--- src/rtl/uart_frame_rx.sv ---
// uart_frame_rx: UART receiver, 5-8 data bits, optional parity, 1/1.5/2 stop bits; UART_RX_MAJORITY_EN selects 3-sample majority voting.
// Latency: byte presented one cycle after the first stop-bit decision (one extra cycle with UART_RX_MAJORITY_EN).
// Backpressure: rx_data/rx_valid held until rx_ready; a frame completing while the held byte is unaccepted is dropped and sets rx_error.
module uart_frame_rx (
   input  logic        clk,
   input  logic        rst_n,
   input  logic [31:0] clk_div,
   input  logic        check_en,
   input  logic [1:0]  check_type,
   input  logic [1:0]  data_bit,
   input  logic [1:0]  stop_bit,
   input  logic        uart_rx,
   output logic [7:0]  rx_data,
   output logic        rx_valid,
   input  logic        rx_ready,
   output logic        rx_busy,
   output logic        rx_error,
   input  logic        err_clr,
   output logic [15:0] rx_byte_count
);

   typedef enum logic [2:0] {
      S_IDLE,
      S_START,
      S_DATA,
      S_PARITY,
      S_STOP,
      S_HOLD
   } state_t;

   // Every bit decision is pushed one cycle later when voting, so the bit
   // spacing stays clk_div; only the first (start) decision needs the offset.
`ifdef UART_RX_MAJORITY_EN
   localparam logic [31:0] VOTE_LAT = 32'd1;
`else
   localparam logic [31:0] VOTE_LAT = 32'd0;
`endif

   // line synchronizer and edge detection
   logic        r_sync1;
   logic        r_sync2;
   logic        r_line_prev;

   // control
   state_t      r_state;
   state_t      w_state_nxt;
   logic [31:0] r_cnt;
   logic [31:0] w_cnt_nxt;

   // configuration captured at the start edge
   logic [31:0] r_div;
   logic        r_chk_en;
   logic [1:0]  r_chk_type;
   logic [1:0]  r_dbits;
   logic [1:0]  r_stop;

   // frame assembly
   logic [2:0]  r_bit_idx;
   logic [7:0]  r_shift;
   logic        r_par_err;
   logic        r_dlv_pend;
   logic        r_dlv_bad;

   // output registers
   logic [7:0]  r_rx_data;
   logic        r_rx_valid;
   logic        r_rx_error;
   logic [15:0] r_byte_cnt;

   // combinational strobes
   logic        w_fall;
   logic        w_bit;
   logic        w_start_go;
   logic        w_data_smp;
   logic        w_par_smp;
   logic        w_stop_smp;
   logic        w_hold_low;
   logic        w_par_exp;
   logic [31:0] w_start_tgt;
   logic [31:0] w_hold_len;
   logic [2:0]  w_last_idx;
   logic        w_load;
   logic        w_ovr;
   logic        w_err_set;

   // two-flop synchronizer plus one delayed copy for falling-edge detection
   always_ff @(posedge clk or negedge rst_n) begin
      if (!rst_n) begin
         r_sync1     <= 1'b1;
         r_sync2     <= 1'b1;
         r_line_prev <= 1'b1;
      end else begin
         r_sync1     <= uart_rx;
         r_sync2     <= r_sync1;
         r_line_prev <= r_sync2;
      end
   end

   assign w_fall = r_line_prev & ~r_sync2;

`ifdef UART_RX_MAJORITY_EN
   logic [1:0] r_hist;

   // keep the two previous synchronized samples for the vote
   always_ff @(posedge clk or negedge rst_n) begin
      if (!rst_n) begin
         r_hist <= 2'b11;
      end else begin
         r_hist <= {r_hist[0], r_sync2};
      end
   end

   // decision cycle is mid-bit+1: vote over mid-bit-1, mid-bit, mid-bit+1
   assign w_bit = (r_hist[1] & r_hist[0]) | (r_hist[1] & r_sync2) | (r_hist[0] & r_sync2);
`else
   assign w_bit = r_sync2;
`endif

   assign w_start_tgt = (r_div >> 1) + VOTE_LAT;
   assign w_hold_len  = (r_stop == 2'b01) ? (r_div >> 1) : r_div;
   assign w_last_idx  = 3'd4 + {1'b0, r_dbits};

   // state register
   always_ff @(posedge clk or negedge rst_n) begin
      if (!rst_n) begin
         r_state <= S_IDLE;
      end else begin
         r_state <= w_state_nxt;
      end
   end

   // next state, bit-timer and sample strobes
   always_comb begin
      w_state_nxt = r_state;
      w_cnt_nxt   = r_cnt + 32'd1;
      w_start_go  = 1'b0;
      w_data_smp  = 1'b0;
      w_par_smp   = 1'b0;
      w_stop_smp  = 1'b0;
      w_hold_low  = 1'b0;
      case (r_state)
         S_IDLE: begin
            w_cnt_nxt = 32'd1;
            if (w_fall) begin
               w_start_go  = 1'b1;
               w_state_nxt = S_START;
            end
         end
         S_START: begin
            if (r_cnt == w_start_tgt) begin
               w_cnt_nxt   = 32'd1;
               w_state_nxt = w_bit ? S_IDLE : S_DATA;
            end
         end
         S_DATA: begin
            if (r_cnt == r_div) begin
               w_cnt_nxt  = 32'd1;
               w_data_smp = 1'b1;
               if (r_bit_idx == w_last_idx) begin
                  w_state_nxt = r_chk_en ? S_PARITY : S_STOP;
               end
            end
         end
         S_PARITY: begin
            if (r_cnt == r_div) begin
               w_cnt_nxt   = 32'd1;
               w_par_smp   = 1'b1;
               w_state_nxt = S_STOP;
            end
         end
         S_STOP: begin
            if (r_cnt == r_div) begin
               w_cnt_nxt   = 32'd1;
               w_stop_smp  = 1'b1;
               w_state_nxt = (r_stop == 2'b00) ? S_IDLE : S_HOLD;
            end
         end
         S_HOLD: begin
            w_hold_low = ~r_sync2;
            if (r_cnt == w_hold_len) begin
               w_state_nxt = S_IDLE;
            end
         end
         default: begin
            w_state_nxt = S_IDLE;
         end
      endcase
   end

   // expected parity value for the received data bits (unused bits are 0)
   always_comb begin
      w_par_exp = 1'b0;
      case (r_chk_type)
         2'b00:   w_par_exp = ^r_shift;
         2'b01:   w_par_exp = ~^r_shift;
         2'b10:   w_par_exp = 1'b1;
         default: w_par_exp = 1'b0;
      endcase
   end

   // bit timer, configuration capture and frame assembly
   always_ff @(posedge clk or negedge rst_n) begin
      if (!rst_n) begin
         r_cnt      <= 32'd1;
         r_div      <= 32'd4;
         r_chk_en   <= 1'b0;
         r_chk_type <= 2'b00;
         r_dbits    <= 2'b11;
         r_stop     <= 2'b00;
         r_bit_idx  <= 3'd0;
         r_shift    <= 8'h00;
         r_par_err  <= 1'b0;
         r_dlv_pend <= 1'b0;
         r_dlv_bad  <= 1'b0;
      end else begin
         r_cnt      <= w_cnt_nxt;
         r_dlv_pend <= w_stop_smp;
         if (w_start_go) begin
            r_div      <= (clk_div < 32'd4) ? 32'd4 : clk_div;
            r_chk_en   <= check_en;
            r_chk_type <= check_type;
            r_dbits    <= data_bit;
            r_stop     <= stop_bit;
            r_bit_idx  <= 3'd0;
            r_shift    <= 8'h00;
            r_par_err  <= 1'b0;
         end
         if (w_data_smp) begin
            r_shift[r_bit_idx] <= w_bit;
            r_bit_idx          <= r_bit_idx + 3'd1;
         end
         if (w_par_smp) begin
            r_par_err <= (w_bit != w_par_exp);
         end
         if (w_stop_smp) begin
            r_dlv_bad <= r_par_err | ~w_bit;
         end
      end
   end

   // delivery decision one cycle after the stop sample
   assign w_load    = r_dlv_pend & ~r_dlv_bad & ~(r_rx_valid & ~rx_ready);
   assign w_ovr     = r_dlv_pend & ~r_dlv_bad & r_rx_valid & ~rx_ready;
   assign w_err_set = (r_dlv_pend & r_dlv_bad) | w_ovr | w_hold_low;

   // output byte, handshake, frame counter and sticky error
   always_ff @(posedge clk or negedge rst_n) begin
      if (!rst_n) begin
         r_rx_data  <= 8'h00;
         r_rx_valid <= 1'b0;
         r_rx_error <= 1'b0;
         r_byte_cnt <= 16'h0000;
      end else begin
         if (w_load) begin
            r_rx_data  <= r_shift;
            r_rx_valid <= 1'b1;
            r_byte_cnt <= r_byte_cnt + 16'd1;
         end else if (r_rx_valid && rx_ready) begin
            r_rx_valid <= 1'b0;
         end
         if (w_err_set) begin
            r_rx_error <= 1'b1;
         end else if (err_clr) begin
            r_rx_error <= 1'b0;
         end
      end
   end

   assign rx_data       = r_rx_data;
   assign rx_valid      = r_rx_valid;
   assign rx_error      = r_rx_error;
   assign rx_byte_count = r_byte_cnt;
   assign rx_busy       = (r_state != S_IDLE);

endmodule

--- config.mk ---
export PLATFORM = sky130hd
export DESIGN_NAME = uart_frame_rx
export DESIGN_NICKNAME = d
export VERILOG_FILES = /design/src/rtl/uart_frame_rx.sv
export SDC_FILE = /design/constraint.sdc
export NUM_CORES = 1
export LEC_CHECK = 0
export CORE_UTILIZATION = 61
export DETAILED_ROUTE_END_ITERATION = 10
export MAX_ROUTING_LAYER = met4
export PLACE_DENSITY_LB_ADDON = 0.25
export SLEW_MARGIN = 10
export SYNTH_ARGS = -nofsm -noshare
export SYNTH_HDL_FRONTEND = slang
export SYNTH_SLANG_ARGS = --single-unit
--- constraint.sdc ---
create_clock -name clk -period 6.4 [get_ports clk]
set_clock_uncertainty 0.2 [all_clocks]
set_input_delay 1.6 -clock clk [delete_from_list [all_inputs] [get_ports clk]]
set_output_delay 1.6 -clock clk [all_outputs]
set_load 0.05 [all_outputs]
Yosys cells after proc, flatten, opt, wreduce, memory -nomap -nowiden
Index checks and enable logic that the tools add are counted.

Bits in registers: 117. Output and inout port bits: 27. Logic and storage cells: 111. Bits of input ports: 44.

Add/subtract/negate cells: 4. Mux-type cells: 37. Order comparisons: 3. Eq/ne operators: 20. Reductions and logical operators: 14. Bitwise operators: 14.

Operators with widths (number): $mux 32 (4); $pmux 32 s3 (1); $eq 32x32->1 (2); $mux 3 (11); $add 32x1->32 const B (1); $eq 32x31->1 (1); $lt 32x3->1 const B (1); $pmux 3 s6 (1); $add 16x1->16 const B (1); $mux 8 (2); $mux 1 (14); $ne 2x2->1 const B (7); $bwmux 8 (1); $reduce_bool 2->1 (4); $reduce_xnor 8->1 (1); $reduce_xor 8->1 (1); $and 1x1->1 (7); $reduce_and 7->1 (1); $eq 3x2->1 const B (2); $eq 3x3->1 const B (2); $eq 2x1->1 const B (2); $logic_not 2->1 (2); $lt 3x4->1 const B (1); $not 1->1 (4); other kinds (15) (18).

Longest topological paths before layout
Gate-level depths: netlist (run 1).

Depth in word-level cells: 7. Depth in mapped cells: 9. Depth with buffers taken out: 8.

Worst setup path before layout (run 1)
Ideal clock, no wire load.

Path type: input-to-reg. From: input port rx_ready. To: register r_byte_cnt[13], in the netlist rx_byte_count[13]. Data arrival time: 2745 ps. Path slack: 3314 ps. Setup time: 141 ps. Stages on the path: 7. Path buffers: 0. Required time: 6059 ps. Cell sequence: nor2b_1 -> nor2_1 -> and4_1 -> nand4_1 -> nor2_1 -> nand3_1 -> xnor2_1.

Cells in the longest elaborated chain, start to end: 4.

Ends and longest elaborated chain: start, declared (RTL line 15) `input logic rx_ready,`; $not 1->1 (RTL line 242) `assign w_load = r_dlv_pend & ~r_dlv_bad & ~(r_rx_valid & ~rx_ready);`; $and 1x1->1 (RTL line 242); $not 1->1 (RTL line 242); $and 1x1->1 (RTL line 242); end signal, assigned (RTL line 257) `r_byte_cnt <= r_byte_cnt + 16'd1;`; end, declared (RTL line 68) `logic [15:0] r_byte_cnt;`.

No other way between the ends. A chain may end at the register's enable or synchronous reset.

Worst setup path in the final report (run 1)
From: register r_state[1]. To: output port rx_busy.

Cells in the longest elaborated chain, start to end: 1.

Ends and longest elaborated chain: start, declared (RTL line 45) `state_t r_state;`; start signal, assigned (RTL line 128) `r_state <= w_state_nxt;`; $reduce_bool 3->1 (RTL line 273) `assign rx_busy = (r_state != S_IDLE);`; end, declared (RTL line 16) `output logic rx_busy,`.

No other way between the ends.

==> summary by stage, run 1 <==
Clocking
The number of buffers created by CTS is 17. The clock transition at the register clock pins on the worst setup and hold paths after CTS is 0.06 ns. The count of H-tree levels built during CTS is 4.

The clock passes through at most 2 buffers. At the later pin of the worst-skew pair, clock insertion delay measures roughly 0.53 ns. The count of instances resized after the clock tree is built is 0. TritonCTS built the clock tree.

The total setup buffers inserted after CTS is 0. The buffer cell driving the clock tree root is sky130_fd_sc_hd__clkbuf_8. After clock tree synthesis, the flow added hold-fix buffers numbering 0.

CTS saw roughly 120 sinks.

Routing
The via density per instance is 5.94. In this run the remaining antenna-violating nets after routing total 0. The vias after detailed routing is between 4000 and 5000. After the first detailed-routing iteration, the DRC count stood at approximately 280. The detailed-routing iteration count for the pre-antenna-repair pass is 4. The total detailed-routing wirelength is approximately 16000 µm.

In the final routed layout, each cell accounts on average for 19.3 µm. In the routed design, unresolved DRC markers number 0.

Layout
From synthesis to final layout, the design area changed by 19.4%. The share of post-route cells with drive strength above 1 is approximately 14%. The count of antenna diodes in the layout is 0.

The final layout contains 726 nets. In the final layout, flip-flops and latches occupy 2940 µm². The filler cells instantiated in the layout total ~680. Once layout is done, the placed cells without fillers occupy ~7600 µm². In the final layout, the multi-input gates occupy approximately 3200 µm².

Placed design
In this run the tool buffered the top-level ports with 70 buffer cells. Summing all placed instances gives a cell area of 7100 µm². The half-perimeter wire length after placement is 11400 µm. The global placement routability congestion is roughly 0.94.

Timing
The number of setup violations in the final report is 0. The number of hold violations in the final report came to 0. The worst slew slack as a fraction of its limit is approximately a third. Static timing analysis puts the maximum clock frequency at around 250 MHz. The share of the cycle needed by the critical path after routing is a little over three fifths. Setup repair after global routing left no endpoint under its margin. The number of pins exceeding their max-slew limit in the final report is 0. The worst-margin pin slew is approximately 1.0 ns.

The post-layout minimum cycle time is between 4 and 5 ns. For the final routed database, the setup TNS stands at 0 ns.

Synthesis
The combined area of all synthesized cells is roughly 6400 µm². The synthesized design contains roughly 120 register bits. The commonest register cell after synthesis is sky130_fd_sc_hd__dfrtp_1. After synthesis, the share of cell area in mux cells is between 8 and 9%.

The number of distinct standard cells referenced by the synthesized netlist is 52. The dominant combinational cell family by area after synthesis is simple AND/OR/NAND/NOR gates. The number of nets in the synthesized netlist is between 600 and 700. The synthesized instance count is 624. Yosys mapped a number of flops with a built-in enable equal to 0. The proportion of synthesized chip area in sequential cells is between 40% and 50%. The post-synthesis average cell area is just over 10 µm².

The adder-cell area share of the yosys netlist is less than 1%. The warning count from the yosys run is 0. The share of the synthesized netlist area taken by xor and xnor gates is ~16%. Summing the areas of all compound-gate instances in the mapped netlist gives about 7.8% of the synthesized area. The share of synthesized flip-flops with an asynchronous set or reset is 100%.

Of the total synthesized cell area, the portion taken by AND, OR, NAND and NOR gates is between 15 and 20%.

Setup path
The data required time at the worst endpoint is 4.60 ns. STA classifies the critical path startpoint as a register. In this run the critical register-to-register path is captured at r_cnt[19]$_DFF_PN0_. The top fanout value on the critical path is 16.

The setup slack of the most critical reg-to-reg path is between 2 and 3 ns. The number of cells on the worst reg-to-reg path is 7. The arrival time of data at the critical path endpoint is approximately 2.2 ns. The reg-to-reg startpoint is r_cnt[11]$_DFF_PN0_.

The category of the worst setup path capture point is an output pin. The critical path start-end classification is register to output pin.

Power and ir drop
The power density over the cells is around 350 nW/µm². Across the VDD grid, the largest voltage drop is approximately 0.24 mV. The total leakage power is ~3.3 nW.

Global route
After global routing the overflow that remains totals 0. The number of antenna violations at the first check in global routing is 0. The number of global-route vias before repair came to roughly 5100. The pin count of the biggest net entering global routing is 63. The combined global-route utilization of all metal layers is about a third.

The first global-routing pass estimated between 20000 and 30000 µm of wire.

Floorplanning
The floorplan has 36 rows. The die width is 104 µm. After floorplanning, the core was sized to cover about 10000 µm². Once the floorplan was initialized, standard cells occupied 63.9% of the core.

In this run the count of I/O pins placed on the die edge is slightly above 70. The die covers between 10000 and 15000 µm². The height of the chip is 104 µm.

Worst hold path
For hold timing, the worst endpoint is r_sync2$_DFF_PN1_. In this run the worst hold path is classified as register to register. The worst hold path depth is 0. The worst hold path begins at r_sync1$_DFF_PN1_.

Status
The flow ran to the end, and the final reports show no timing, DRC or antenna violations.

Run
Max-cap violations in this run came to 0.
[final cells by class]
cell class	instances	area share, %
clock buffer	25	6.11
clock inverter	5	0.363
inverter	18	0.890
multi-input combinational	452	42.3
sequential	117	38.7
tap	133	2.19
timing repair buffer	73	9.49
[how the worst max path moves through the flow]
stage | from | to | depth (start not counted)
global route | r_state[1]$_DFFE_PN0P_ | rx_busy | 2
CTS | r_state[1]$_DFFE_PN0P_ | rx_busy | 2
floorplan | rx_ready | rx_byte_count[13]$_DFFE_PN0P_ | 7
finish | r_state[1]$_DFFE_PN0P_ | rx_busy | 2
detailed placement | rx_ready | rx_byte_count[13]$_DFFE_PN0P_ | 8
global placement | rx_ready | rx_byte_count[15]$_DFFE_PN0P_ | 8
[report_power, final]
group	total (W)	internal, W	switching (W)
Sequential	0.00117	0.000903	0.000268
Clock	0.000804	0.000488	0.000316
Combinational	0.000667	0.000346	0.000321
[flip-flops by register name (all words and copies together), names as in the netlist, 2 cells and up]
name           flops
r_div             32
rx_byte_count     16
rx_data            8
r_cnt             32
r_stop             2
r_chk_type         2
r_dbits            2
r_bit_idx          3
r_state            3
r_shift            8
[per-layer routing]
layer	track usage, %	share of wire, %
met3	6.70	4.8
met2	50.3	48
met1	42.8	45
met5	-	0
met4	12.0	2.2
[cell usage in the layout (no fill, tap or decap), types with 18 or more instances in the layout]
master | netlist | layout
sky130_fd_sc_hd__dfrtp_1 | 110 | 110
sky130_fd_sc_hd__xor2_1 | 77 | 77
sky130_fd_sc_hd__clkdlybuf4s50_1 | 0 | 69
sky130_fd_sc_hd__nor2_1 | 59 | 59
sky130_fd_sc_hd__mux2_2 | 48 | 48
sky130_fd_sc_hd__xnor2_1 | 37 | 37
sky130_fd_sc_hd__nand2_1 | 35 | 35
sky130_fd_sc_hd__nor4_1 | 23 | 23
sky130_fd_sc_hd__nand3_1 | 24 | 23
sky130_fd_sc_hd__nand4_1 | 18 | 18
sky130_fd_sc_hd__inv_1 | 18 | 18
[worst max-delay path, cell delays in order, from the launching register on]
cell,delay [ns]
sky130_fd_sc_hd__dfrtp_1,0.55
sky130_fd_sc_hd__or3_1,0.42
sky130_fd_sc_hd__clkdlybuf4s50_1,0.71
[cells by family (layout without fill, tap and decap cells)]
logic type | Yosys count | after routing
compound gates | 68 | 68
xor+xnor | 114 | 114
fa+ha+maj | 3 | 3
buf+inv | 55 | 121
flops | 117 | 117
mux | 49 | 49
simple gates | 218 | 218
[Yosys cell counts (7+ instances only)]
cell / number / area share [%]
sky130_fd_sc_hd__clkbuf_1: 31 / 1.8
sky130_fd_sc_hd__xnor2_1: 37 / 5.1
sky130_fd_sc_hd__and3_1: 8 / 0.79
sky130_fd_sc_hd__nor4_1: 23 / 2.3
sky130_fd_sc_hd__xor2_1: 77 / 11
sky130_fd_sc_hd__nand2_1: 35 / 2.1
sky130_fd_sc_hd__inv_1: 18 / 1.1
sky130_fd_sc_hd__a21oi_1: 8 / 0.63
sky130_fd_sc_hd__nand4_1: 18 / 1.8
sky130_fd_sc_hd__dfstp_2: 7 / 2.9
sky130_fd_sc_hd__mux2_2: 48 / 8.5
sky130_fd_sc_hd__nor2_1: 59 / 3.5
sky130_fd_sc_hd__o21ai_0: 9 / 0.71
sky130_fd_sc_hd__nand2b_1: 7 / 0.69
sky130_fd_sc_hd__nor2b_1: 14 / 1.4
sky130_fd_sc_hd__dfrtp_1: 110 / 43
sky130_fd_sc_hd__nand3_1: 24 / 1.9
sky130_fd_sc_hd__nor3_1: 10 / 0.79
sky130_fd_sc_hd__o211ai_1: 7 / 0.83
[through the flow]
| stage | hold slack [ns] | instances | util, % | power, W | worst slack, ns |
|---|---|---|---|---|---|
| detailed placement | 0.147 | 793 | 71.3 | 0.00182 | 2.17 |
| global route | 0.160 | 823 | 76.3 | 0.00277 | 2.31 |
| global placement | 0.147 | 793 | 71.3 | 0.00180 | 2.22 |
| finish | 0.155 | 823 | 76.3 | 0.00264 | 2.39 |
| floorplan | 0.145 | 624 | - | 0.00158 | 3.31 |
| CTS | 0.155 | 823 | 76.3 | 0.00264 | 2.40 |
(Power assumes the default switching activity.)
==> run 2: changes to the inputs <==
- CORE_UTILIZATION: 61 -> 57
- clock period: 6.4 -> 3.8 ns (I/O delays scaled with it)
==> summary by stage, run 2 (synthesis results as in run 1) <==
Setup path
The category of the worst setup path capture point is an output pin. The endpoint of the most critical register-to-register path is r_shift[4]$_DFF_PN0_. Traced cell by cell, the critical path runs through or3_1 > clkdlybuf4s50_1. The slowest stage of the critical path belongs to the cell sky130_fd_sc_hd__clkdlybuf4s50_1. The delay of the slowest cell on the worst path is roughly 0.72 ns. Along the worst path, the maximum fanout reaches 16. The arrival time of data at the critical path endpoint is between 2 and 2.5 ns. The critical path in this run is classified as register to output pin. STA classifies the critical path startpoint as a register. In this run the worst setup path begins at r_state[1]$_DFFE_PN0P_. The setup slack of the most critical reg-to-reg path is around 0.44 ns. The timing endpoint of the critical path is rx_busy. The reg-to-reg startpoint is r_cnt[16]$_DFF_PN0_. Measured in cells, the most critical reg-to-reg path has a length of 7. At the worst endpoint, the required time is ~2.7 ns.

Status
The run finished with clean final reports.

Timing
Hold is met by about 0.16 ns. The share of the cycle needed by the critical path after routing is between 80% and 90%. Setup repair after global routing left no endpoint under its margin. The number of hold violations in the final report is 0.

Measured against its own limit, the worst slew margin works out to a little over two fifths. The number of pins exceeding their max-slew limit in the final report is 0. The top achievable clock speed is just under 300 MHz. The number of setup violations in the final report is 0. The post-route setup TNS is 0 ns. The worst-margin pin slew is between 0.8 and 0.9 ns. Counting I/O delays and the setup requirement, the final critical path takes roughly 3.4 ns.

Clocking
The CTS sink count is between 100 and 150. The clock transition at the register clock pins on the worst setup and hold paths after CTS is 0.06 ns. The count of H-tree levels built during CTS is 4. The total setup buffers inserted after CTS is 0. The number of buffers created by CTS is 17. The buffer cell driving the clock tree root is sky130_fd_sc_hd__clkbuf_8. After clock tree synthesis, the repair step resized 0 gates. The CTS tree is done. The longest clock path from root to sink contains 2 buffers. The hold-fix buffer count after cts is 0. The clock insertion delay at the later pin of the skew report is 0.52 ns.

Power and ir drop
The net switching power is around 0.0016 W. The internal power is between 0.003 and 0.004 W. The combinational share of power is around 25%. The sequential share of power is roughly 43%. The power density over the cells is about 600 nW/µm².

The peak ir drop on the vdd network is ~0.45 mV. The switching portion of total power is between 30% and 40%. The clock network is responsible for ~32% of the overall power.

The total leakage power is around 3.3 nW.

Placed design
The port buffer count is 70. The global placement routability congestion is roughly 1.0. The half-perimeter wire length after placement is between 10000 and 15000 µm.

Floorplanning
The I/O pin count is between 70 and 80. The floorplan has 38 rows. The height of the chip is between 100 and 150 µm. The die width is around 110 µm. For this configuration, the core starts out at a cell density of between 50% and 60%. The die covers about 12000 µm².

The area of the core is between 10000 and 15000 µm².

Layout
The number of antenna diodes in the final layout is 0. In the final design database the tool counted ~730 nets. Of the cells placed in the final design, the portion with a size suffix greater than 1 is between 15 and 20%. The commonest non-fill, non-tap cell in the layout is sky130_fd_sc_hd__dfrtp_1.

From synthesis to final layout, the design area changed by 21.2%. The library cells used most frequently in the layout, excluding fill and tap cells, are sky130_fd_sc_hd__dfrtp_1, sky130_fd_sc_hd__xor2_1, sky130_fd_sc_hd__clkdlybuf4s50_1.

Routing
The number of nets with antenna violations after detailed routing is 0. For this block, the routed nets add up to 16600 µm of wire. The via density per instance is just under 6. The first detailed-routing pass ran for 5 iterations. After the first detailed-routing iteration, the DRC count stood at between 300 and 400. The count of unresolved DRC violations after routing is 0. The detail-routed net length per standard cell is ~20 µm. The vias after detailed routing is roughly 5000.

Global route
The number of global-route vias before repair was 4981. Global routing used a little under a third of the available tracks. The global-route wire length before repair is approximately 26000 µm. The pin count of the biggest net entering global routing is 54. The number of antenna violations at the first check in global routing is 0. The total congestion overflow after global routing is 0.

Run
Max-cap violations in this run came to 0.

Worst hold path
In this run the worst hold path is classified as register to register.
[run 2: cell count changes in the layout (fill, tap and decap cells not counted), sizes merged]
cell      previous run  this run
buf                  4         9
bufinv               0         1
clkbuf              25        21
clkinv               4         5
clkinvlp             1         3
inv                 18        20
[run 2: how the worst min path moves through the flow]
stage,startpoint,to,depth (start not counted)
finish,r_sync1$_DFF_PN1_,r_sync2$_DFF_PN1_,0
detailed placement,r_sync1$_DFF_PN1_,r_sync2$_DFF_PN1_,0
CTS,r_sync1$_DFF_PN1_,r_sync2$_DFF_PN1_,0
global placement,r_sync1$_DFF_PN1_,r_sync2$_DFF_PN1_,0
global route,r_sync1$_DFF_PN1_,r_sync2$_DFF_PN1_,0
floorplan,r_sync1$_DFF_PN1_,r_sync2$_DFF_PN1_,0
[run 2: area by class of cell]
class	instances	area [µm²]
timing repair buffer	78	771
clock buffer	21	449
fill	828	3130
clock inverter	11	103
sequential	117	2940
inverter	18	67.6
multi-input combinational	452	3210
tap	140	175
[run 2: worst max-delay path: cells and delay by family (launching register included)]
kind                   cells  cell delay (ns)
buffers and inverters      1             0.72
DFF                        1             0.55
and+or+nand+nor            1             0.44
[run 2: layer usage]
layer	global-route usage, %	wire length (µm)	up-vias	part of all wire [%]
li1	-	-	2317	-
met1	41.4	7610	2460	46
met2	48.6	7930	145	48
met3	7.63	752	28	4.5
met4	9.88	310	0	1.9
met5	-	0	-	0
[run 2: through the flow]
step           utilization, %  cell area [µm²]  cells  total power [W]  setup slack (ns)
2_1_floorplan               -             6360    624          0.00266              1.12
3_3_place_gp             66.0             7160    805          0.00309             0.697
3_5_place_dp             66.0             7160    805          0.00311             0.549
4_1_cts                  71.1             7710    837          0.00462             0.415
5_1_grt                  71.1             7710    837          0.00484             0.167
6_report                 71.1             7710    837          0.00463             0.422
[run 2: power by group through the flow]
stage                     clock network, W  registers (W)  logic, W
after global routing               0.00157        0.00199   0.00128
after floorplan                          0        0.00177  0.000894
final                              0.00148        0.00197   0.00117
after global placement                   0        0.00196   0.00113
after CTS                          0.00150        0.00195   0.00116
after detailed placement                 0        0.00197   0.00114
